### config.mk
export PLATFORM = sky130hd
export DESIGN_NAME = bus_remap_pipe
export DESIGN_NICKNAME = d
export VERILOG_FILES = /design/src/rtl/bus_remap_pipe.sv
export SDC_FILE = /design/constraint.sdc
export NUM_CORES = 1
export LEC_CHECK = 0
export BUFFER_PORTS_ARGS = -buffer_cell sky130_fd_sc_hd__buf_4
export CELL_PAD_IN_SITES_DETAIL_PLACEMENT = 2
export CELL_PAD_IN_SITES_GLOBAL_PLACEMENT = 2
export CORE_ASPECT_RATIO = 1.25
export CORE_MARGIN = 5
export CORE_UTILIZATION = 33
export DETAILED_ROUTE_END_ITERATION = 8
export PLACE_DENSITY_LB_ADDON = 0.3
export SYNTH_ARGS = -nofsm -noshare
export SYNTH_HDL_FRONTEND = slang
export SYNTH_SLANG_ARGS = --single-unit
### constraint.sdc
create_clock -name clk -period 1.7 [get_ports clk]
set_input_delay 0.255 -clock clk [delete_from_list [all_inputs] [get_ports clk]]
set_output_delay 0.255 -clock clk [all_outputs]
set_load 0.01 [all_outputs]
### src/rtl/bus_remap_pipe.sv
// rtl/bus_remap_pipe.sv - registered, run-time programmable bit remapper with handshaked config
// Optional out_parity output is built when REMAP_PARITY_EN is defined.
module bus_remap_pipe #(
    parameter int SRC_WIDTH  = 4,
    parameter int SINK_WIDTH = 4,
    localparam int IDX_W  = (SRC_WIDTH  > 1) ? $clog2(SRC_WIDTH)  : 1,
    localparam int SIDX_W = (SINK_WIDTH > 1) ? $clog2(SINK_WIDTH) : 1
) (
    input  logic                  clk,
    input  logic                  rst,
    input  logic                  cfg_valid,
    output logic                  cfg_ready,
    input  logic [SIDX_W-1:0]     cfg_sink_idx,
    input  logic [IDX_W-1:0]      cfg_src_idx,
    input  logic                  cfg_en,
    output logic                  cfg_err,
    input  logic                  in_valid,
    output logic                  in_ready,
    input  logic [SRC_WIDTH-1:0]  in_data,
    output logic                  out_valid,
    input  logic                  out_ready,
    output logic [SINK_WIDTH-1:0] out_data
`ifdef REMAP_PARITY_EN
   ,output logic                  out_parity
`endif
);

    typedef enum logic [1:0] {
        RUN   = 2'd0,
        DRAIN = 2'd1,
        PROG  = 2'd2
    } state_t;

    state_t                state_q, state_d;
    logic [SINK_WIDTH-1:0] map_en_q;
    logic [IDX_W-1:0]      map_src_q [SINK_WIDTH];
    logic [SINK_WIDTH-1:0] out_data_q, out_data_d;
    logic                  out_valid_q;
    logic                  cfg_err_q;
    logic                  accept;
    logic                  cfg_wr;
    logic                  cfg_bad;

    // The map is only rewritten once the output register is empty, so no word straddles two maps.
    always_comb begin
        state_d   = state_q;
        in_ready  = 1'b0;
        cfg_ready = 1'b0;
        case (state_q)
            RUN: begin
                in_ready = ~out_valid_q | out_ready;
                if (cfg_valid) state_d = DRAIN;
            end
            DRAIN: begin
                if (!out_valid_q || out_ready) state_d = PROG;
            end
            PROG: begin
                cfg_ready = 1'b1;
                state_d   = RUN;
            end
            default: state_d = RUN;
        endcase
        if (rst) begin
            in_ready  = 1'b0;
            cfg_ready = 1'b0;
        end
    end

    assign accept  = in_valid & in_ready;
    assign cfg_wr  = cfg_valid & cfg_ready;
    assign cfg_bad = (32'(cfg_sink_idx) >= 32'(SINK_WIDTH)) ||
                     (cfg_en && (32'(cfg_src_idx) >= 32'(SRC_WIDTH)));

    always_comb begin
        out_data_d = out_data_q;
        for (int i = 0; i < SINK_WIDTH; i++) begin
            if (map_en_q[i]) out_data_d[i] = in_data[map_src_q[i]];
        end
    end

    always_ff @(posedge clk) begin
        if (rst) begin
            state_q     <= RUN;
            out_valid_q <= 1'b0;
            out_data_q  <= '0;
            cfg_err_q   <= 1'b0;
            map_en_q    <= '0;
            for (int i = 0; i < SINK_WIDTH; i++) map_src_q[i] <= '0;
        end else begin
            state_q   <= state_d;
            cfg_err_q <= cfg_wr & cfg_bad;
            if (accept) begin
                out_data_q  <= out_data_d;
                out_valid_q <= 1'b1;
            end else if (out_ready) begin
                out_valid_q <= 1'b0;
            end
            for (int i = 0; i < SINK_WIDTH; i++) begin
                if (cfg_wr && !cfg_bad && (32'(cfg_sink_idx) == 32'(i))) begin
                    map_en_q[i] <= cfg_en;
                    if (cfg_en) map_src_q[i] <= cfg_src_idx;
                end
            end
        end
    end

`ifdef REMAP_PARITY_EN
    logic out_parity_q;

    always_ff @(posedge clk) begin
        if (rst) begin
            out_parity_q <= 1'b0;
        end else if (accept) begin
            out_parity_q <= ^out_data_d;
        end
    end

    assign out_parity = out_parity_q;
`endif

    assign out_valid = out_valid_q;
    assign out_data  = out_data_q;
    assign cfg_err   = cfg_err_q;

endmodule

-- Yosys cells after proc, flatten, opt, wreduce, memory -nomap -nowiden
Memory sizes are Yosys's and may differ from the RTL's.
Index checks and enable logic that the tools add are counted.
- $lt $le $gt $ge: 4
- equal/unequal tests: 7
- multiplexer cells: 36
- bitwise logic cells: 8
- reductions and logical operators: 14
- operators with widths (operator ; count):
    2-to-1 mux 1 bit ; 25
    < comparator 2 x 3 -> 1 bit, second input constant ; 4
    2-to-1 mux 2 bit ; 6
    AND reduction 2 bit ; 5
    binary-select mux 1 bit (select 2 bit) ; 4
    == test 2 bit, second input constant ; 3
    OR 1 bit ; 5
    == test 2 x 1 -> 1 bit, second input constant ; 2
    logical AND 1 bit ; 4
    logical NOT 2 bit ; 2
    inequality test 2 bit, second input constant ; 2
    case mux 2 bit (2 select lines) ; 1
    bitwise AND 1 bit ; 2
    nonzero test 2 bit ; 1
    logical NOT 1 bit ; 1
    logical OR 1 bit ; 1
    inverter 1 bit ; 1
- flip-flop bits (word level): 11
- memory bits (writable): 8
- input bits: 14
- output and inout bits: 8
- logic and storage cells: 80
- memories kept: 1
- memory list (name ; depth ; width ; rd ports ; clocked after memory_dff ; write ports ; line ; text):
    map_src_q ; 4 ; 2 ; 4 ; 0 ; 4 ; 36 ; logic [IDX_W-1:0] map_src_q [SINK_WIDTH];

-- Depth between registers and ports, before layout
Gate-level depths: netlist of run 1.
- depth after elaboration: 9
- gate-level depth with buffers: 4

-- Least setup slack after synthesis of run 1
No wires, ideal clock.
- path kind: reg-to-reg
- from: reg state_q[0]
- to: mem map_src_q[0][0] (netlist bit), enable pin
- setup time: 338 ps
- arrival: 1105 ps
- path slack: 257 ps
- cell stages (with the launch flop): 5
- path buffers: 1
- cells stage by stage: dfxtp_1 -> buf_2 -> and4bb_2 -> nand2_2 -> o31ai_1
- RTL lines (element ; line ; text):
    start: declaration ; 34 ; state_t state_q, state_d;
    start signal: assignment ; 90 ; state_q <= state_d;
    end: declaration ; 36 ;

-- Final worst setup path of run 1
- from: reg state_q[1]
- to: out in_ready
- cells in the longest elaborated chain, start to end: 3
- RTL lines (element ; line ; text):
    logical NOT 2 bit ; 49 ; case (state_q)
    2-to-1 mux 1 bit ; 49 ;
    2-to-1 mux 1 bit ; 63 ; if (rst) begin
    end: declaration ; 18 ; output logic in_ready,
No other way between the ends.

==> impl_summary.txt, run 1 <==
----------------------------------------------------
[Clock network]
  Number of H-tree levels ... 1
  Sinks on the clock net ... 19
  Post-CTS Setup Repair Bufs ... 0
  Cell chosen for the clock root ... sky130_fd_sc_hd__clkbuf_4
  Total of cells resized after clock tree synthesis ... 0
  CTS clock-pin slew for the worst setup and hold paths ... ~0.12 ns
  Number of buffers on the longest clock path ... 2
  CTS tree ... yes
  Clock insertion delay at the later pin of the skew report ... approximately 0.30 ns
  Number of buffers inserted during clock tree synthesis ... 3
  Number of buffers added to fix hold violations after cts ... 0

[Routing]
  Via total after detailed routing ... around 780
  Number of DRC violations after detailed-routing iteration 0 ... 14
  Total wire length ... about 2600 um
  # DRC ... 0
  Number of detailed-routing iterations run before antenna repair ... 4
  Vias per cell ... about 5.6
  Residual antenna-violating net count after detailed routing ... 0
  Routed length per instance ... approximately 19 um

[Layout]
  Number of nets in the layout ... 120
  Non-Filler Cell Area, Final ... 1170 sq um
  Fraction of final layout cells sized beyond drive strength 1 ... 33.3%
  Most frequent standard cell in the layout excluding fill and tap cells ... sky130_fd_sc_hd__buf_4
  Antenna cells ... 0
  Fraction of the core area covered by cells at the end of the flow ... 43.1%
  Commonest cells after routing, fill and taps aside ... 23 x sky130_fd_sc_hd__buf_4, 11 x sky130_fd_sc_hd__dfxtp_1, 8 x sky130_fd_sc_hd__edfxtp_1
  Layout overhead on the synthesized area ... 23.4%

[Floorplanning]
  Row Count ... 21
  Die height ... about 70 um
  Die ar. ... about 4000 sq um
  Core region area ... 2710 sq um
  Boundary Pins ... 22
  Die extent in x ... slightly below 60 um
  Starting Density ... 35.0%

[Worst setup path]
  Crit end category ... output pin
  Arr. time, crit path ... between 1 and 1.5 ns
  Worst setup slack for register-to-register paths ... 0.19 ns
  CP top delay family ... buffers and inverters
  Top cell by count, worst path ... sky130_fd_sc_hd__buf_4
  Slowest Stage Delay on Critical Path ... roughly 0.33 ns
  Bufs and invs on worst path ... 2
  CP Class ... reg -> out
  Worst Path Required ... roughly 1.4 ns
  Crit-path cells ... buf_4 > nor4_2 > buf_4
  Startpoint type of the worst setup path ... register
  Standard cell with the maximum stage delay on the critical path ... sky130_fd_sc_hd__dfxtp_1
  Critical Path Fanout Max ... 8

[Timing]
  Final worst clock skew ... roughly 0.0038 ns
  Final number of max-transition violations ... 0
  Post-route worst setup slack ... around 0.14 ns
  WHS ... 0.192 ns
  Accumulated negative setup slack ... 0 ns
  Final setup fails ... 0
  Maximum clock frequency ... ~0.64 GHz
  Final hold violation count ... 0
  Ratio of final minimum period to clock period ... slightly above 90%
  Unrepaired setup endpoints after global routing ... false
  Crit path time final ... approximately 1.6 ns

[Run]
  Max-Cap Viols ... 0

[Pwr]
  Proportion of power drawn by combinational gates ... between 10% and 20%
  Sw Ratio ... approximately 26%
  Net switching power ... 0.217 mW
  Pwr/cell area ... about 730 nW/um^2
  Sequential group share of total power ... slightly below 60%
  Part of the power in the clock network ... between 20% and 30%
  Static leakage ... 0.406 nW
  Cell Int Power ... approximately 0.63 mW
  IR Drop Worst-Case VDD ... 427 uV

[Yosys]
  Share of the synthesized area in the top cell type ... 25.4%
  Syn nets ... between 90 and 100
  Number of warnings issued by yosys ... 0
  EDFF count, synth ... 8
  Proportion of synthesized flip-flops having asynchronous set or reset ... 0%
  Number of instances in the synthesized netlist ... between 80 and 90
  Number of different library cells in the post-synthesis netlist ... 28
  Mapped Area ... 946 sq um
  Dominant cells by area after synthesis ... sky130_fd_sc_hd__edfxtp_1 25%, sky130_fd_sc_hd__dfxtp_1 23%, sky130_fd_sc_hd__mux4_2 9.5%
  Synth area leader ... sky130_fd_sc_hd__edfxtp_1
  Mean Syn Cell Area ... about 11 sq um
  Portion of the post-synthesis area used by sequential elements ... about 50%
  Main flop type after synthesis ... sky130_fd_sc_hd__dfxtp_1
  Total of flip-flops plus latches after synthesis ... 19

[Worst hold path]
  Class of the most critical hold timing path ... in -> reg

[Outcome]
  Status ... completed

[Global routing]
  Global-route wire length before repair ... around 4300 um
  Total gr overflow ... 0
  Antenna violations before repair ... 0
  Via count of the first global-routing pass ... roughly 830
  All-layer global routing usage ... 13.9%
  Pin count of the biggest net entering global routing ... 15

[Placement]
  Gpl congestion ... around 0.76
  Placed Instance Area ... between 1000 and 1500 sq um
  Number of port buffers ... 20
  Worst slack at placement ... 0.0895 ns
  HPWL Detailed ... 2070 um

----------------------------------------------------
[final timing paths]
path | from | endpoint | cells past startpoint
max | state_q[1] | in_ready | 3
min | cfg_sink_idx[1] | map_en_q[0] | 2
max reg2reg | state_q[0] | map_src_q[0][1] | 3
min reg2reg | out_data[3] | out_data[3] | 2
[layer usage]
layer / vias to the layer above / share of wire, % / GRT usage (%)
li1: 369 / - / -
met1: 396 / 41 / 16.8
met2: 14 / 55 / 23.7
met3: 2 / 3.4 / 2.21
met4: 0 / 0.81 / 6.19
met5: - / 0 / 0
[logic make-up (layout without fill, tap and decap cells)]
| logic type | Yosys count | count (layout) | synth area share [%] |
|---|---|---|---|
| simple gates | 30 | 30 | 22.5 |
| compound gates | 21 | 21 | 14.3 |
| flops | 19 | 19 | 48.7 |
| buf+inv | 7 | 29 | 3.57 |
| mux | 5 | 5 | 10.6 |
| other cells | 1 | 1 | 0.396 |
[final cells by class]
cell class	count	area [sq um]
Clock buffer	3	22.5
Inverter	2	7.51
Tap cell	34	42.5
Fill cell	285	1540
Clock inverter	1	5.00
Multi-Input combinational cell	57	457
Sequential cell	19	460
Timing Repair Buffer	23	173
[per-stage QoR]
| stage | std cells | power [mW] |
|---|---|---|
| after global routing | 139 | 0.894 |
| after CTS | 139 | 0.858 |
| final | 139 | 0.850 |
| after detailed placement | 135 | 0.622 |
| after global placement | 135 | 0.616 |
| after floorplan | 83 | 0.562 |
[Yosys cell counts (all sizes together) (4+ instances only)]
| cell | count |
|---|---|
| nand4b | 4 |
| nand4bb | 5 |
| mux4 | 4 |
| o31ai | 6 |
| dfxtp | 11 |
| edfxtp | 8 |
| o21ai | 6 |
| buf | 4 |
| a21oi | 4 |
| nor3 | 4 |
| nor2 | 6 |
[state kept, by name, summed over array words and instances (netlist names)]
name	cells
out_data	4
map_src_q	8
map_en_q	4
state_q	2
out_valid	1
[power by group through the flow]
stage / logic [mW] / clock network, mW / registers, mW
after floorplan: 0.0606 / 0 / 0.501
after global placement: 0.113 / 0 / 0.502
after detailed placement: 0.119 / 0 / 0.504
after CTS: 0.119 / 0.246 / 0.493
after global routing: 0.130 / 0.270 / 0.494
final: 0.119 / 0.237 / 0.493
(Power assumes the default switching activity.)
==> run 2: changes to the inputs <==
Settings changed: CORE_ASPECT_RATIO 1.25 to not set.
==> run 2 against run 1 <==
- clock-buffer cell count is the same
- non-clock buffer count is the same
- critical path depth grew 1
- wire length grew 0.97%
- final cell count shrank 2.2%
- combinational power is essentially flat
- sequential cell count is the same
- global-route usage shrank 0.32 points
- final area shrank 0.75%
==> impl_summary.txt, run 2 (synthesis gave the netlist of run 1 again) <==
----------------------------------------------------
[Outcome]
  Status ... completed

[Routing]
  Residual antenna-violating net count after detailed routing ... 0 (unchanged)
  Via total after detailed routing ... 784 (+0.38%)
  # DRC ... 0 (unchanged)
  Number of detailed-routing iterations run before antenna repair ... 4 (unchanged)
  Total wire length ... 2610 um (+0.97%)
  Number of DRC violations after detailed-routing iteration 0 ... 18 (+4)
  Routed length per instance ... 19.2 um (+3.2%)
  Vias per cell ... 5.76 (+2.6%)

[Layout]
  Fraction of the core area covered by cells at the end of the flow ... 42.0% (-1.1 points)
  Fraction of final layout cells sized beyond drive strength 1 ... 32.4% (-0.95 points)
  Layout overhead on the synthesized area ... 22.5%
  Antenna cells ... 0 (unchanged)
  Number of filler cells placed in the layout ... 297 (+4.2%)
  Most frequent standard cell in the layout excluding fill and tap cells ... sky130_fd_sc_hd__buf_4
  Number of nets in the layout ... 120 (unchanged)
  Commonest cells after routing, fill and taps aside ... 23 x sky130_fd_sc_hd__buf_4, 11 x sky130_fd_sc_hd__dfxtp_1, 8 x sky130_fd_sc_hd__edfxtp_1
  Flip-flop count of the largest register, all copies and words added ... 8 (unchanged)
  Largest register by flop count ... map_src_q

[Floorplanning]
  Die extent in x ... 63.5 um (+9.8%)
  Core region area ... 2760 sq um (+1.9%)
  Starting Density ... 34.3% (-0.65 points)
  Boundary Pins ... 22 (unchanged)
  Die ar. ... 4040 sq um (-0.16%)
  Die height ... 63.5 um (-9.0%)
  Row Count ... 19 (-9.5%)

[Placement]
  Number of port buffers ... 20 (unchanged)
  Gpl congestion ... 0.739 (-2.2%)
  HPWL Detailed ... 2090 um (+1.3%)

[Clock network]
  Post-CTS Setup Repair Bufs ... 0 (unchanged)
  Number of buffers inserted during clock tree synthesis ... 3 (unchanged)
  Number of buffers added to fix hold violations after cts ... 0 (unchanged)
  CTS clock-pin slew for the worst setup and hold paths ... 0.12 ns (about the same)
  Number of buffers on the longest clock path ... 2 (unchanged)
  Sinks on the clock net ... 19 (unchanged)
  Number of H-tree levels ... 1 (unchanged)
  Cell chosen for the clock root ... sky130_fd_sc_hd__clkbuf_4
  Total of cells resized after clock tree synthesis ... 0 (unchanged)
  CTS tree ... yes
  Clock insertion delay at the later pin of the skew report ... 0.30 ns (about the same)

[Timing]
  Final number of max-transition violations ... 0 (unchanged)
  Maximum clock frequency ... 0.643 GHz (+0.24%)
  Final setup fails ... 0 (unchanged)
  Unrepaired setup endpoints after global routing ... false
  Crit path time final ... 1.55 ns (-0.00369 ns)
  Accumulated negative setup slack ... 0 ns (unchanged)
  WHS ... 0.189 ns (-0.00371 ns)
  Final hold violation count ... 0 (unchanged)
  Ratio of final minimum period to clock period ... 91.5% (-0.22 points)
  Final worst clock skew ... 0.00499 ns (+0.00117 ns)

[Global routing]
  Global-route wire length before repair ... 4280 um (-0.47%)
  Total gr overflow ... 0 (unchanged)
  Pin count of the biggest net entering global routing ... 15 (unchanged)
  All-layer global routing usage ... 13.6% (-0.32 points)
  Antenna violations before repair ... 0 (unchanged)
  Via count of the first global-routing pass ... 864 (+3.7%)

[Worst setup path]
  Reg2reg path depth ... 3 (unchanged)
  Worst Path Required ... 1.44 ns (about the same)
  Critical Path Fanout Max ... 8 (unchanged)
  CP Class ... reg -> out
  Startpoint type of the worst setup path ... register
  Crit end category ... output pin
  Arr. time, crit path ... 1.30 ns (about the same)

[Run]
  Max-Cap Viols ... 0 (unchanged)

[Pwr]
  IR Drop Worst-Case VDD ... 524 uV (+23%)
  Power after layout ... 0.852 mW (+0.24%)
  Pwr/cell area ... 735 nW/um^2 (+1.0%)
  Static leakage ... 0.406 nW (about the same)

[Worst hold path]
  Cell depth of the worst hold path ... 2 (unchanged)
  Class of the most critical hold timing path ... in -> reg

----------------------------------------------------
run 2: cell counts in the layout (fill, tap and decap cells not counted):
Identical to the previous run, type by type.
run 2: path summary, 6_finish.rpt:
| kind | startpoint | end | slack [ns] |
|---|---|---|---|
| setup / recovery | state_q[1] | cfg_ready | 0.15 |
| hold / removal | cfg_sink_idx[0] | map_en_q[0] | 0.19 |
| setup reg to reg | state_q[0] | map_src_q[0][0] | 0.25 |
| hold reg to reg | out_data[2] | out_data[2] | 0.50 |
run 2: report_power, final:
group	switching (mW)	leakage [nW]	internal [mW]	total (mW)
Clock	0.154	0.0177	0.0877	0.242
Combinational	0.0586	0.215	0.0587	0.117
Sequential	0.00656	0.173	0.486	0.493
run 2: area by class of cell:
cell class,instances,area [sq um],share of cell area [%]
clock inverters,1,5.00,0.432
clock buffers,3,22.5,1.94
multi-input cells,57,452,39.0
inverters,2,7.51,0.648
repair buffers,23,173,14.9
well taps,31,38.8,3.35
flip-flops and latches,19,460,39.7
run 2: worst max-delay path: stages, from the launching register on:
cell	delay, ns
sky130_fd_sc_hd__dfxtp_1	0.35
sky130_fd_sc_hd__buf_4	0.16
sky130_fd_sc_hd__inv_1	0.11
sky130_fd_sc_hd__nor3_1	0.22
sky130_fd_sc_hd__buf_4	0.15
run 2: metal layers:
metal	vias to the layer above	global-route usage, %	share of wire (%)
met2	17	23.5	51
met4	0	4.68	1.1
met3	4	3.55	4.3
li1	371	-	-
met1	392	16.0	43
met5	-	0	0
run 2: through the flow:
step / cell area, sq um / cells / worst slack, ns
finish: 1160 / 136 / 0.145
floorplan: 946 / 83 / 0.257
detailed placement: 1130 / 132 / 0.136
global route: 1160 / 136 / 0.0721
CTS: 1160 / 136 / 0.138
global placement: 1130 / 132 / 0.191
==> run 3: changes to the inputs <==
Settings changed: CORE_UTILIZATION 33 to 30, PLACE_DENSITY set to 0.78, PLACE_DENSITY_LB_ADDON 0.3 to not set, SKIP_LAST_GASP set to 1.
Clock period 1.7 ns to 1.4 ns, I/O delays scaled along.
==> run 3 against run 2 <==
- the run now ends with negative setup slack left
- clock skew shrank 0.0022 ns
- combinational power is 49% higher
- sequential share of layout area fell by 3.1 points
- register-to-register slack got worse by 0.19 ns
- total power rose by 24%
- utilization is 0.28 points lower
- non-clock buffer count rose by 8
- final cell count grew 15%
- clock power is 16% higher
- worst hold slack worse by 0.031 ns
- final area grew 9.1%
- first-iteration DRC count down 50%
- critical path type unchanged
- largest cell class is now multi-input gates
- highest routed layer unchanged
==> impl_summary.txt, run 3 (synthesis gave the netlist of run 1 again) <==
----------------------------------------------------
[Outcome]
  Status ... finished, violations left
  Failing checks ... negative setup slack

[Routing]
  Number of DRC violations after detailed-routing iteration 0 ... 9 (-9)
  Total wire length ... 2800 um (+7.1%)
  Residual antenna-violating net count after detailed routing ... 0 (unchanged)
  Vias per cell ... 5.04 (-12%)
  # DRC ... 0 (unchanged)
  Routed length per instance ... 17.8 um (-7.2%)
  Number of detailed-routing iterations run before antenna repair ... 2 (-2)
  Via total after detailed routing ... 792 (+1.0%)

[Timing]
  Ratio of final minimum period to clock period ... 102%
  Maximum clock frequency ... around 0.7 GHz
  Final setup fails ... 1 (+1)
  Final number of max-transition violations ... 0 (unchanged)
  Final worst clock skew ... 0.00275 ns (-0.00224 ns)
  Crit path time final ... between 1 and 1.5 ns
  Final hold violation count ... 0 (unchanged)
  Unrepaired setup endpoints after global routing ... true
  Post-route worst setup slack ... -0.0234 ns (-0.169 ns)

[Clock network]
  Sinks on the clock net ... 19 (unchanged)
  Number of H-tree levels ... 1 (unchanged)
  Cell chosen for the clock root ... sky130_fd_sc_hd__clkbuf_4
  Number of buffers on the longest clock path ... 2 (unchanged)
  Number of buffers inserted during clock tree synthesis ... 3 (unchanged)
  CTS tree ... yes
  Clock insertion delay at the later pin of the skew report ... 0.29 ns (about the same)
  CTS clock-pin slew for the worst setup and hold paths ... 0.11 ns (about the same)

[Worst setup path]
  CP top delay family ... flip-flops
  Crit end category ... output pin
  Critical Path Fanout Max ... 7 (-1)
  Arr. time, crit path ... 1.21 ns (-0.09 ns)
  CP Class ... reg -> out
  Slowest Stage Delay on Critical Path ... 0.34 ns (about the same)
  Startpoint type of the worst setup path ... register
  Crit-path cells ... buf_6 > nor4_4 > buf_4
  Bufs and invs on worst path ... 2 (-1)
  Worst Path Required ... 1.19 ns (-0.25 ns)
  Standard cell with the maximum stage delay on the critical path ... sky130_fd_sc_hd__dfxtp_2

[Global routing]
  Via count of the first global-routing pass ... 886 (+2.5%)
  All-layer global routing usage ... 14.0% (+0.45 points)
  Total gr overflow ... 0 (unchanged)
  Antenna violations before repair ... 0 (unchanged)
  Global-route wire length before repair ... 4490 um (+5.0%)
  Pin count of the biggest net entering global routing ... 12 (-3)

[Layout]
  Antenna cells ... 0 (unchanged)
  Number of nets in the layout ... 128 (+6.7%)
  Fraction of final layout cells sized beyond drive strength 1 ... 41.6% (+9.2 points)
  Most frequent standard cell in the layout excluding fill and tap cells ... sky130_fd_sc_hd__buf_4
  Non-Filler Cell Area, Final ... 1260 sq um (+9.1%)
  Commonest cells after routing, fill and taps aside ... 29 x sky130_fd_sc_hd__buf_4, 9 x sky130_fd_sc_hd__dfxtp_1, 8 x sky130_fd_sc_hd__edfxtp_1
  Largest register by flop count ... map_src_q
  Flip-flop count of the largest register, all copies and words added ... 8 (unchanged)
  Layout overhead on the synthesized area ... 33.6%

[Pwr]
  Static leakage ... 0.452 nW (+11%)
  IR Drop Worst-Case VDD ... 243 uV (-54%)
  Power after layout ... 1.05 mW (+24%)
  Pwr/cell area ... 834 nW/um^2 (+13%)

[Floorplanning]
  Die height ... 66.2 um (+4.1%)
  Row Count ... 20 (+1)
  Starting Density ... 31.2% (-3.1 points)
  Die ar. ... 4380 sq um (+8.4%)
  Die extent in x ... 66.2 um (+4.1%)
  Core region area ... 3030 sq um (+9.8%)
  Boundary Pins ... 22 (unchanged)

[Worst hold path]
  Class of the most critical hold timing path ... in -> reg

[Placement]
  Gpl congestion ... 0.765 (+3.5%)
  Number of port buffers ... 20 (unchanged)
  Placed Instance Area ... 1170 sq um (+3.9%)
  HPWL Detailed ... 2340 um (+12%)
  Worst slack at placement ... -0.0509 ns (-0.187 ns)

[Run]
  Max-Cap Viols ... 0 (unchanged)

----------------------------------------------------
-- run 3: cell count changes in the layout (fill, tap and decap cells not counted), moves of 2 or more --
cell,delta
sky130_fd_sc_hd__o21ai_1,+3
sky130_fd_sc_hd__o21ai_0,-3
sky130_fd_sc_hd__buf_4,+6
sky130_fd_sc_hd__dfxtp_2,+2
sky130_fd_sc_hd__buf_6,+2
sky130_fd_sc_hd__dfxtp_1,-2
-- run 3: routing by layer --
| metal | vias to the layer above | global-route usage (%) | part of all wire, % |
|---|---|---|---|
| li1 | 388 | - | - |
| met1 | 388 | 14.4 | 39 |
| met2 | 14 | 28.1 | 57 |
| met3 | 2 | 2.21 | 3.6 |
| met4 | 0 | 4.57 | 0.68 |
| met5 | - | 0 | 0 |
-- run 3: path summary, 6_finish.rpt --
path | start | endpoint | slack (ns) | cells after the start
setup / recovery | state_q[1] | in_ready | -0.02 | 3
hold / removal | cfg_sink_idx[0] | map_en_q[0] | 0.16 | 2
setup reg to reg | state_q[0] | map_src_q[0][0] | 0.06 | 3
hold reg to reg | out_data[1] | out_data[1] | 0.48 | 2
-- run 3: power breakdown --
part,internal [mW],switching [mW]
clock network,0.106,0.174
logic,0.0904,0.0831
registers,0.591,0.00906
total,0.787,0.266
-- run 3: per-stage QoR --
| stage | util, % | TNS, ns | std cells | hold WS (ns) |
|---|---|---|---|---|
| finish | 41.7 | -0.0234 | 157 | 0.158 |
| global route | 41.7 | -0.107 | 157 | 0.167 |
| CTS | 41.2 | -0.0159 | 155 | 0.151 |
| detailed placement | 38.8 | -0.158 | 148 | 0.467 |
| global placement | 38.8 | 0 | 148 | 0.457 |
| floorplan | - | -0.0170 | 83 | 0.312 |
-- run 3: area by class of cell --
| cell class | instances | area, sq um |
|---|---|---|
| clock inverters | 1 | 5.00 |
| inverters | 2 | 7.51 |
| well taps | 44 | 55.1 |
| multi-input cells | 57 | 470 |
| clock buffers | 3 | 22.5 |
| fillers | 318 | 1760 |
| repair buffers | 31 | 240 |
| flip-flops and latches | 19 | 463 |
-- run 3: repair_timing --
action / 4_1_cts / 5_1_grt
setup endpoints to repair: 8 / 7
setup buffers: 3 / 2
hold buffers: 0 / 0
pin swaps: 1 / 1
gates resized for setup: 8 / 3
